--- src/rtl/cpu_seq_decoder.sv ---
// Instruction sequencer/decoder for the 8-bit CPU: handshaked fetch, decode, memory/ALU wait, execute.
// Every strobe and data output is registered and is high during the cycle its target state is occupied.
module cpu_seq_decoder #(
  parameter int DATA_W      = 8,
  parameter int PC_W        = 9,
  parameter int SRAM_AW     = 8,
  parameter int ALU_LAT     = 1,
  parameter int MEM_TIMEOUT = 15
) (
  input  logic               clk,
  input  logic               sys_rst,
  output logic               fetch_req,
  input  logic               instr_valid,
  input  logic [7:0]         instr_byte,
  input  logic [DATA_W-1:0]  operand1,
  input  logic [DATA_W-1:0]  operand2,
  output logic               pc_adv,
  output logic [1:0]         instr_size,
  output logic               jmp_en,
  output logic [PC_W-1:0]    jmp_addr,
  input  logic [DATA_W-1:0]  reg_a,
  input  logic [DATA_W-1:0]  reg_b,
  input  logic [DATA_W-1:0]  reg_c,
  input  logic [DATA_W-1:0]  reg_d,
  input  logic [DATA_W-1:0]  reg_flags,
  output logic               reg_wr_en,
  output logic [1:0]         reg_wr_addr,
  output logic [DATA_W-1:0]  reg_wr_data,
  output logic [SRAM_AW-1:0] sram_addr,
  output logic               sram_rd_en,
  input  logic               sram_rd_valid,
  input  logic [DATA_W-1:0]  sram_rd_data,
  output logic               sram_wr_en,
  output logic [DATA_W-1:0]  sram_wr_data,
  output logic               alu_start,
  output logic [2:0]         alu_inst,
  output logic [DATA_W-1:0]  op_1,
  output logic [DATA_W-1:0]  op_2,
  input  logic [DATA_W-1:0]  res,
  output logic               halted,
  output logic               err
);

  localparam int CNT_MAX = (MEM_TIMEOUT > ALU_LAT) ? MEM_TIMEOUT : ALU_LAT;
  localparam int CNT_W   = $clog2(CNT_MAX + 1);
  localparam logic [CNT_W-1:0] TIMEOUT_LAST = CNT_W'(MEM_TIMEOUT - 1);
  localparam logic [CNT_W-1:0] ALU_LOAD     = CNT_W'(ALU_LAT);
  localparam logic [CNT_W-1:0] CNT_ONE      = CNT_W'(1);

  localparam logic [3:0] OP_MOV_R = 4'h0, OP_MOV_I = 4'h1, OP_LD  = 4'h2, OP_ST  = 4'h3,
                         OP_NOP   = 4'h4, OP_JMP   = 4'h5, OP_JZ  = 4'h6, OP_HLT = 4'h7;

  typedef enum logic [2:0] {
    S_FETCH, S_WAIT_INSTR, S_DECODE, S_MEM_RD, S_MEM_WAIT, S_ALU_WAIT, S_EXEC, S_HALT
  } state_t;

  state_t state, state_n;
  logic [CNT_W-1:0]  cnt, cnt_n;
  logic [7:0]        instr_q, instr_n;
  logic [DATA_W-1:0] opnd1_q, opnd1_n, opnd2_q, opnd2_n;
  logic [DATA_W-1:0] rd_val, rs_val;
  logic              unused_flags;

  logic               fetch_req_n, pc_adv_n, jmp_en_n, reg_wr_en_n, sram_rd_en_n, sram_wr_en_n;
  logic               alu_start_n, halted_n, err_n;
  logic [1:0]         instr_size_n, reg_wr_addr_n;
  logic [PC_W-1:0]    jmp_addr_n;
  logic [DATA_W-1:0]  reg_wr_data_n, sram_wr_data_n, op_1_n, op_2_n;
  logic [SRAM_AW-1:0] sram_addr_n;
  logic [2:0]         alu_inst_n;

  function automatic logic [DATA_W-1:0] reg_pick(input logic [1:0] sel,
      input logic [DATA_W-1:0] a, input logic [DATA_W-1:0] b,
      input logic [DATA_W-1:0] c, input logic [DATA_W-1:0] d);
    case (sel)
      2'b00:   return a;
      2'b01:   return b;
      2'b10:   return c;
      default: return d;
    endcase
  endfunction

  assign rd_val       = reg_pick(instr_q[3:2], reg_a, reg_b, reg_c, reg_d);
  assign rs_val       = reg_pick(instr_q[1:0], reg_a, reg_b, reg_c, reg_d);
  assign unused_flags = ^reg_flags[DATA_W-1:1];

  always_comb begin
    // NOTE: every variable gets a default first so no path leaves one unassigned (no latches).
    state_n        = state;
    cnt_n          = cnt;
    instr_n        = instr_q;
    opnd1_n        = opnd1_q;
    opnd2_n        = opnd2_q;
    fetch_req_n    = 1'b0;
    pc_adv_n       = 1'b0;
    jmp_en_n       = 1'b0;
    reg_wr_en_n    = 1'b0;
    sram_rd_en_n   = 1'b0;
    sram_wr_en_n   = 1'b0;
    alu_start_n    = 1'b0;
    halted_n       = halted;
    err_n          = err;
    instr_size_n   = instr_size;
    reg_wr_addr_n  = reg_wr_addr;
    jmp_addr_n     = jmp_addr;
    reg_wr_data_n  = reg_wr_data;
    sram_wr_data_n = sram_wr_data;
    op_1_n         = op_1;
    op_2_n         = op_2;
    sram_addr_n    = sram_addr;
    alu_inst_n     = alu_inst;

    case (state)
      // Straight out of reset fetch_req is still low, so FETCH spends one cycle raising it.
      S_FETCH: begin
        if (fetch_req) state_n = S_WAIT_INSTR;
        else           fetch_req_n = 1'b1;
      end
      S_WAIT_INSTR: begin
        if (instr_valid) begin
          instr_n = instr_byte;
          opnd1_n = operand1;
          opnd2_n = operand2;
          state_n = S_DECODE;
        end
      end
      S_DECODE: begin
        state_n = S_EXEC;
        case (instr_q[7:4])
          OP_MOV_R: begin
            reg_wr_en_n = 1'b1; reg_wr_addr_n = instr_q[3:2]; reg_wr_data_n = rs_val;
            pc_adv_n = 1'b1; instr_size_n = 2'd1;
          end
          OP_MOV_I: begin
            reg_wr_en_n = 1'b1; reg_wr_addr_n = instr_q[3:2]; reg_wr_data_n = opnd1_q;
            pc_adv_n = 1'b1; instr_size_n = 2'd2;
          end
          OP_LD: begin
            sram_addr_n = SRAM_AW'(opnd1_q); sram_rd_en_n = 1'b1;
            cnt_n = '0; state_n = S_MEM_RD;
          end
          OP_ST: begin
            sram_addr_n = SRAM_AW'(opnd1_q); sram_wr_data_n = rs_val; sram_wr_en_n = 1'b1;
            pc_adv_n = 1'b1; instr_size_n = 2'd2;
          end
          OP_NOP: begin
            pc_adv_n = 1'b1; instr_size_n = 2'd1;
          end
          OP_JMP: begin
            jmp_en_n = 1'b1; jmp_addr_n = PC_W'({opnd2_q, opnd1_q}); instr_size_n = 2'd3;
          end
          OP_JZ: begin
            instr_size_n = 2'd3;
            if (reg_flags[0]) begin
              jmp_en_n = 1'b1; jmp_addr_n = PC_W'({opnd2_q, opnd1_q});
            end else begin
              pc_adv_n = 1'b1;
            end
          end
          OP_HLT: begin
            halted_n = 1'b1; state_n = S_HALT;
          end
          default: begin
            alu_start_n = 1'b1; alu_inst_n = instr_q[6:4];
            op_1_n = rd_val; op_2_n = rs_val;
            cnt_n = ALU_LOAD; state_n = S_ALU_WAIT;
          end
        endcase
      end
      S_MEM_RD: begin
        cnt_n   = '0;
        state_n = S_MEM_WAIT;
      end
      S_MEM_WAIT: begin
        // A valid arriving on the last allowed cycle still completes the load.
        if (sram_rd_valid) begin
          reg_wr_en_n = 1'b1; reg_wr_addr_n = instr_q[3:2]; reg_wr_data_n = sram_rd_data;
          pc_adv_n = 1'b1; instr_size_n = 2'd2;
          cnt_n = '0; state_n = S_EXEC;
        end else if (cnt == TIMEOUT_LAST) begin
          err_n = 1'b1; halted_n = 1'b1;
          cnt_n = '0; state_n = S_HALT;
        end else begin
          cnt_n = cnt + CNT_ONE;
        end
      end
      S_ALU_WAIT: begin
        if (cnt == CNT_ONE) begin
          reg_wr_en_n = 1'b1; reg_wr_addr_n = instr_q[3:2]; reg_wr_data_n = res;
          pc_adv_n = 1'b1; instr_size_n = 2'd1;
          cnt_n = '0; state_n = S_EXEC;
        end else begin
          cnt_n = cnt - CNT_ONE;
        end
      end
      S_EXEC: begin
        fetch_req_n = 1'b1;
        state_n     = S_FETCH;
      end
      default: state_n = S_HALT;
    endcase
  end

  always_ff @(posedge clk) begin
    // NOTE: reset is synchronous; all state here is plain flops, so every one is cleared.
    if (!sys_rst) begin
      state        <= S_FETCH;
      cnt          <= '0;
      instr_q      <= '0;
      opnd1_q      <= '0;
      opnd2_q      <= '0;
      fetch_req    <= 1'b0;
      pc_adv       <= 1'b0;
      jmp_en       <= 1'b0;
      reg_wr_en    <= 1'b0;
      sram_rd_en   <= 1'b0;
      sram_wr_en   <= 1'b0;
      alu_start    <= 1'b0;
      halted       <= 1'b0;
      err          <= 1'b0;
      instr_size   <= 2'd1;
      reg_wr_addr  <= '0;
      jmp_addr     <= '0;
      reg_wr_data  <= '0;
      sram_wr_data <= '0;
      op_1         <= '0;
      op_2         <= '0;
      sram_addr    <= '0;
      alu_inst     <= '0;
    end else begin
      state        <= state_n;
      cnt          <= cnt_n;
      instr_q      <= instr_n;
      opnd1_q      <= opnd1_n;
      opnd2_q      <= opnd2_n;
      fetch_req    <= fetch_req_n;
      pc_adv       <= pc_adv_n;
      jmp_en       <= jmp_en_n;
      reg_wr_en    <= reg_wr_en_n;
      sram_rd_en   <= sram_rd_en_n;
      sram_wr_en   <= sram_wr_en_n;
      alu_start    <= alu_start_n;
      halted       <= halted_n;
      err          <= err_n;
      instr_size   <= instr_size_n;
      reg_wr_addr  <= reg_wr_addr_n;
      jmp_addr     <= jmp_addr_n;
      reg_wr_data  <= reg_wr_data_n;
      sram_wr_data <= sram_wr_data_n;
      op_1         <= op_1_n;
      op_2         <= op_2_n;
      sram_addr    <= sram_addr_n;
      alu_inst     <= alu_inst_n;
    end
  end

endmodule

--- config.mk ---
export PLATFORM = sky130hd
export DESIGN_NAME = cpu_seq_decoder
export DESIGN_NICKNAME = d
export VERILOG_FILES = /design/src/rtl/cpu_seq_decoder.sv
export SDC_FILE = /design/constraint.sdc
export NUM_CORES = 1
export LEC_CHECK = 0
export CAP_MARGIN = 20
export CORE_MARGIN = 8
export CORE_UTILIZATION = 41
export DETAILED_ROUTE_END_ITERATION = 6
export PLACE_DENSITY = 0.74
export SLEW_MARGIN = 20
export SYNTH_ARGS = -nofsm -noshare
export SYNTH_HDL_FRONTEND = slang
export SYNTH_SLANG_ARGS = --single-unit
--- constraint.sdc ---
create_clock -name clk -period 1.8 [get_ports clk]
set_clock_uncertainty 0.05 [all_clocks]
set_input_delay 0.27 -clock clk [delete_from_list [all_inputs] [get_ports clk]]
set_output_delay 0.27 -clock clk [all_outputs]
set_load 0.02 [all_outputs]
# Word-level counts from Yosys, hierarchy flattened
# Index checks and enable logic that the tools add are counted.
dict set report op_classes {
  addsub 2
  mul 0
  div_mod_pow 0
  n_lt_le_gt_ge 0
  n_eq_ne 32
  n_shift 0
  mux 46
  bitwise_logic 2
  reduce_logical 30
}
# operator count
set ops {}
lappend ops {{$pmux W8 S3} 3}
lappend ops {{$pmux W3 S7} 1}
lappend ops {{$reduce_and A4 Y1} 5}
lappend ops {{$ne A2 B2 Y1 const B} 9}
lappend ops {{$pmux W2 S3} 3}
lappend ops {{$pmux W9 S2} 1}
lappend ops {{$eq A4 B3 Y1 const B} 4}
lappend ops {{$mux W8} 2}
lappend ops {{$pmux W4 S4} 1}
lappend ops {{$pmux W8 S2} 1}
lappend ops {{$mux W3} 5}
lappend ops {{$mux W1} 12}
lappend ops {{$mux W4} 3}
lappend ops {{$reduce_and A2 Y1} 6}
lappend ops {{$mux W2} 5}
lappend ops {{$reduce_or A2 Y1} 5}
lappend ops {{$eq A3 B3 Y1 const B} 3}
lappend ops {{$mux W9} 1}
lappend ops {{$pmux W3 S3} 1}
lappend ops {{$eq A4 B1 Y1 const B} 2}
lappend ops {{$eq A4 B2 Y1 const B} 2}
lappend ops {{$pmux W1 S2} 4}
lappend ops {{$pmux W4 S2} 1}
lappend ops {{$reduce_or A8 Y1} 1}
lappend ops {{23 further kinds} 31}
dict set report totals {
  regBits 89
  latch_bits 0
  ram_bits 0
  romBits 0
  input_bits 84
  output_inout_bits 65
  word_cells 135
  memories 0
}

# Logic depth before layout (Yosys ltp)
dict set report depth {
  word_depth 4
  mapped_depth 6
  ltp_nobuf 6
}

# Least setup slack after synthesis
# OpenSTA, ideal clock, no wires.
dict set report synth_path {
  kind {register to register}
  from {register cnt[1]}
  to {register reg_wr_data[7]}
  setup_time_ns 0.125
  arrival_time_ns 1.424
  t_required_ns 1.625
  path_slack_ns 0.201
  path_stages_with_launch 7
  n_path_buf 0
  period_less_slack_ns 1.599
  path_cell_list {dfxtp_1 > inv_1 > ha_1 > nor4bb_4 > o21a_2 > o21ai_2 > o2bb2ai_1}
}
dict set report synth_between {
  elab_chain_cells 3
}
# item line_no
set synth_lines {}
lappend synth_lines {{start: declaration} 58} ;# logic [CNT_W-1:0] cnt, cnt_n;
lappend synth_lines {{start signal: assignment} 232} ;# cnt <= cnt_n;
lappend synth_lines {{$eq A4 B1 Y1} 188} ;# if (cnt == CNT_ONE) begin
lappend synth_lines {{$ne A2 B2 Y1 (no line)} -}
lappend synth_lines {{$reduce_and A4 Y1 (no line)} -}
lappend synth_lines {{end signal: assignment} 248} ;# reg_wr_data <= reg_wr_data_n;
lappend synth_lines {{end: declaration} 28} ;# output logic [DATA_W-1:0] reg_wr_data,
# No other way between the ends.
# A chain may end at the register's enable or synchronous reset.

# Worst setup path in the final report
dict set report layout_path {
  from {register instr_q[0]}
  to {register reg_wr_data[0]}
}
dict set report layout_between {
  elab_chain_cells 4
  word_cells_on_any_way 6
  classes_between {eq/ne (2); mux (3); reduce/logical (1)}
}
# item line_no
set layout_lines {}
lappend layout_lines {{start: declaration} 59} ;# logic [7:0] instr_q, instr_n;
lappend layout_lines {{start signal: assignment} 233} ;# instr_q <= instr_n;
lappend layout_lines {{$eq A2 B2 Y1 (tied with other cells)} 75} ;# case (sel)
lappend layout_lines {{$pmux W8 S3 *} 75}
lappend layout_lines {{$pmux W8 S2 *} 129} ;# case (instr_q[7:4])
lappend layout_lines {{$pmux W8 S3 *} 113} ;# case (state)
# Every way passes the cells marked *; elsewhere a longest branch is shown, timed or not.

==> out/metrics.yaml <==
run_status:
  outcome: "finished, violations left"
  violations: "DRC"
floorplanning:
  io_pins: 149
  die_area_sq_um: 13800
  rows: 37
  fp.dieW_um: 117
  fp.dieH_um: 117
  initial_core_util_pct: 41.5
  core_sq_um: 10200
cts:
  clock-root-buffer: "clkbuf_8"
  cts_buffers: 9
  clock_latency_ns: 0.36
  clkTransAtPathRegs_ns: 0.10
  clock-sinks: 89
  h-tree-depth: 3
  post_cts_buffers: 0
  cts_tree: "done"
  ctsHoldBuffers: 0
  clock_path_buffers: 2
worst_setup_path:
  critical_path_class: "reg -> reg"
  crit_chain: "buf_12, mux4_2, a222oi_1, o2bb2ai_1"
  required_ns: 2.00
  endpoint_kind: "flip-flop"
  worstPathArrival_ns: 1.95
  cp_slowest_cell: "mux4_2"
  crit_path_max_fanout: 8
  start_kind: "flip-flop"
  cp_slowest_stage_delay_ns: 0.58
placement:
  place.gp.congestion: 0.906
  io_buffers: 134
  hpwl_mm: 10.7
  place_area_sq_um: 5930
  placedCellCount: 726
cells_and_area:
  final_core_util_pct: 60.2
  final_common_cell: "clkdlybuf4s50_1"
  final_nets: 689
  ff_latch_area_sq_um: 1780
  final_area_sq_um: 6130
  nFillCells: 885
  final_cell_mix: "clkdlybuf4s50_1 (134), dfxtp_1 (88), nand2_1 (79)"
  multi_input_comb_area_sq_um: 2220
  diodes: 0
  drive_gt1_share_pct: 17.3
  area_delta_synth_final_pct: 45.1
  fin_cells: 742
yosys:
  synth_top_area_share_pct: 42.2
  syn_inst: 443
  ys_async_sr_fraction_pct: 0
  synth_area_sq_um: 4220
  synth_top_area_cell: "dfxtp_1"
  synthTopCellsByArea: "dfxtp_1 (42%), mux4_2 (8.5%), nand2_1 (7.0%)"
  avgSynthCellArea_sq_um: 9.53
  ys_ff_latch: 89
  yosysWarnings: 0
  synth_edf_count: 0
  ys.flop_type: "dfxtp_1"
  ys_seq_area_share_pct: 42.2
  syn-num-nets: 531
  ys_types: 54
global_route:
  overflow: 0
  grt_pass1_wl_mm: 21.9
  grt_pass1_vias: 4046
  grt_max_degree: 33
  antenna_found_initial: 0
  track_usage_pct: 19.5
route:
  vias: 4004
  met3_length_um: 958
  wl_met2_mm: 6.42
  wl_met1_mm: 5.72
  drt-total-wl_mm: 13.7
  vias_per_cell: 5.40
  wl_per_cell_um: 18.5
  highest_layer: "met4"
  drt-pass1-iter-count: 7
  drt-initial-drc-count: 263
  drc: 3
  ant_nets: 0
timing:
  finalSetupViolCount: 0
  max_freq_ghz: 0.571
  slew_headroom_pct: 70.8
  rsz0062_at_grt: "false"
  hold_viol: 0
  drv_slew: 0
  fin_hold_ws_ns: 0.404
  tightest_slew_ns: 0.438
  fin_crit_sh_pct: 97.2
  finalSetupTns_ns: 0
  fin_crit_ns: 1.75
min_path:
  hold_path.class: "in -> reg"
power_and_ir_drop:
  ir_drop_mv: 0.425
  powerDensity_nw_per_um2: 908
  p_leak_nw: 2.34
run:
  maxCapViolCount: 0
[state kept, by name, indices dropped and copies added, names as in the netlist]
| register | flops |
|---|---|
| alu_start | 1 |
| reg_wr_data | 8 |
| sram_rd_en | 1 |
| cnt | 4 |
| jmp_en | 1 |
| opnd2_q | 1 |
| op_2 | 8 |
| reg_wr_addr | 2 |
| sram_addr | 8 |
| halted | 1 |
| fetch_req | 1 |
| instr_q | 8 |
| jmp_addr | 9 |
| pc_adv | 1 |
| sram_wr_data | 8 |
| err | 1 |
| state | 3 |
| opnd1_q | 8 |
| op_1 | 8 |
| reg_wr_en | 1 |
| alu_inst | 3 |
| sram_wr_en | 1 |
| instr_size | 2 |
[metrics by stage]
stage	total power, mW	setup slack, ns
finish	5.57	0.0499
detailed placement	4.23	-0.0871
global placement	4.18	-0.0163
CTS	5.58	0.0542
floorplan	3.45	0.201
global route	5.82	0.000699
[where the power goes]
| part | switching [mW] | total [mW] | internal [mW] | leakage (nW) |
|---|---|---|---|---|
| logic | 0.963 | 1.93 | 0.971 | 1.53 |
| clock network | 0.816 | 1.36 | 0.542 | 0.0935 |
| registers | 0.165 | 2.27 | 2.11 | 0.719 |
| total | 1.94 | 5.57 | 3.62 | 2.34 |
[logic make-up after synthesis]
family / Yosys count / share of synthesized area, %
AO/OA/AOI/OAI: 92 / 14.0
XOR/XNOR: 2 / 0.415
AND/OR/NAND/NOR: 162 / 19.2
multiplexers: 53 / 17.5
adder cells (fa/ha/maj): 5 / 1.42
flip-flops: 89 / 42.2
buffers and inverters: 40 / 5.24
[cells in the mapped netlist (all sizes together), types with 2 or more instances]
| master | number |
|---|---|
| clkbuf | 8 |
| nor4b | 4 |
| buf | 26 |
| nor3b | 2 |
| a21oi | 50 |
| o311a | 2 |
| nand3 | 7 |
| a31oi | 2 |
| and3 | 2 |
| and2 | 2 |
| o21a | 3 |
| o2bb2ai | 8 |
| inv | 6 |
| o21ai | 11 |
| a222oi | 8 |
| ha | 4 |
| nand4 | 2 |
| mux4 | 16 |
| mux2i | 29 |
| nor2b | 6 |
| dfxtp | 89 |
| nand2b | 4 |
| nor3 | 8 |
| nand2 | 79 |
| nor2 | 40 |
| mux2 | 8 |
[cell type report]
class | count | area share (%)
Multi-Input combinational cell | 314 | 36.2
Sequential cell | 89 | 29.1
Timing Repair Buffer | 181 | 28.3
Tap cell | 136 | 2.78
Clock buffer | 9 | 2.02
Clock inverter | 7 | 1.25
Inverter | 6 | 0.368
[worst max-delay path: cells and delay by family (launching register included)]
| family | cells | cell delay, ns |
|---|---|---|
| multiplexers | 1 | 0.58 |
| AO/OA/AOI/OAI | 2 | 0.46 |
| flip-flops | 1 | 0.39 |
| buffers and inverters | 1 | 0.15 |
[metal layers]
layer / up-vias / track usage, %
li1: 1904 / -
met1: 1884 / 24.3
met2: 182 / 31.3
met3: 34 / 3.84
met4: 0 / 10.6
met5: - / 0
[what timing repair did]
action	in CTS	in global routing
endpoints found under the hold margin	0	0
gates resized for setup	0	1
endpoints found under the setup margin	0	3
[worst paths after layout]
path / startpoint / depth (start not counted) / slack [ns] / end
setup / recovery: instr_q[0]$_SDFFE_PN0P_ / 4 / 0.05 / reg_wr_data[0]$_SDFFE_PN0P_
hold / removal: instr_byte[1] / 3 / 0.40 / instr_q[1]$_SDFFE_PN0P_
setup reg to reg: instr_q[0]$_SDFFE_PN0P_ / 4 / 0.05 / reg_wr_data[0]$_SDFFE_PN0P_
hold reg to reg: op_2[5]$_SDFFE_PN0P_ / 2 / 0.41 / op_2[5]$_SDFFE_PN0P_
(Power assumes the default switching activity.)
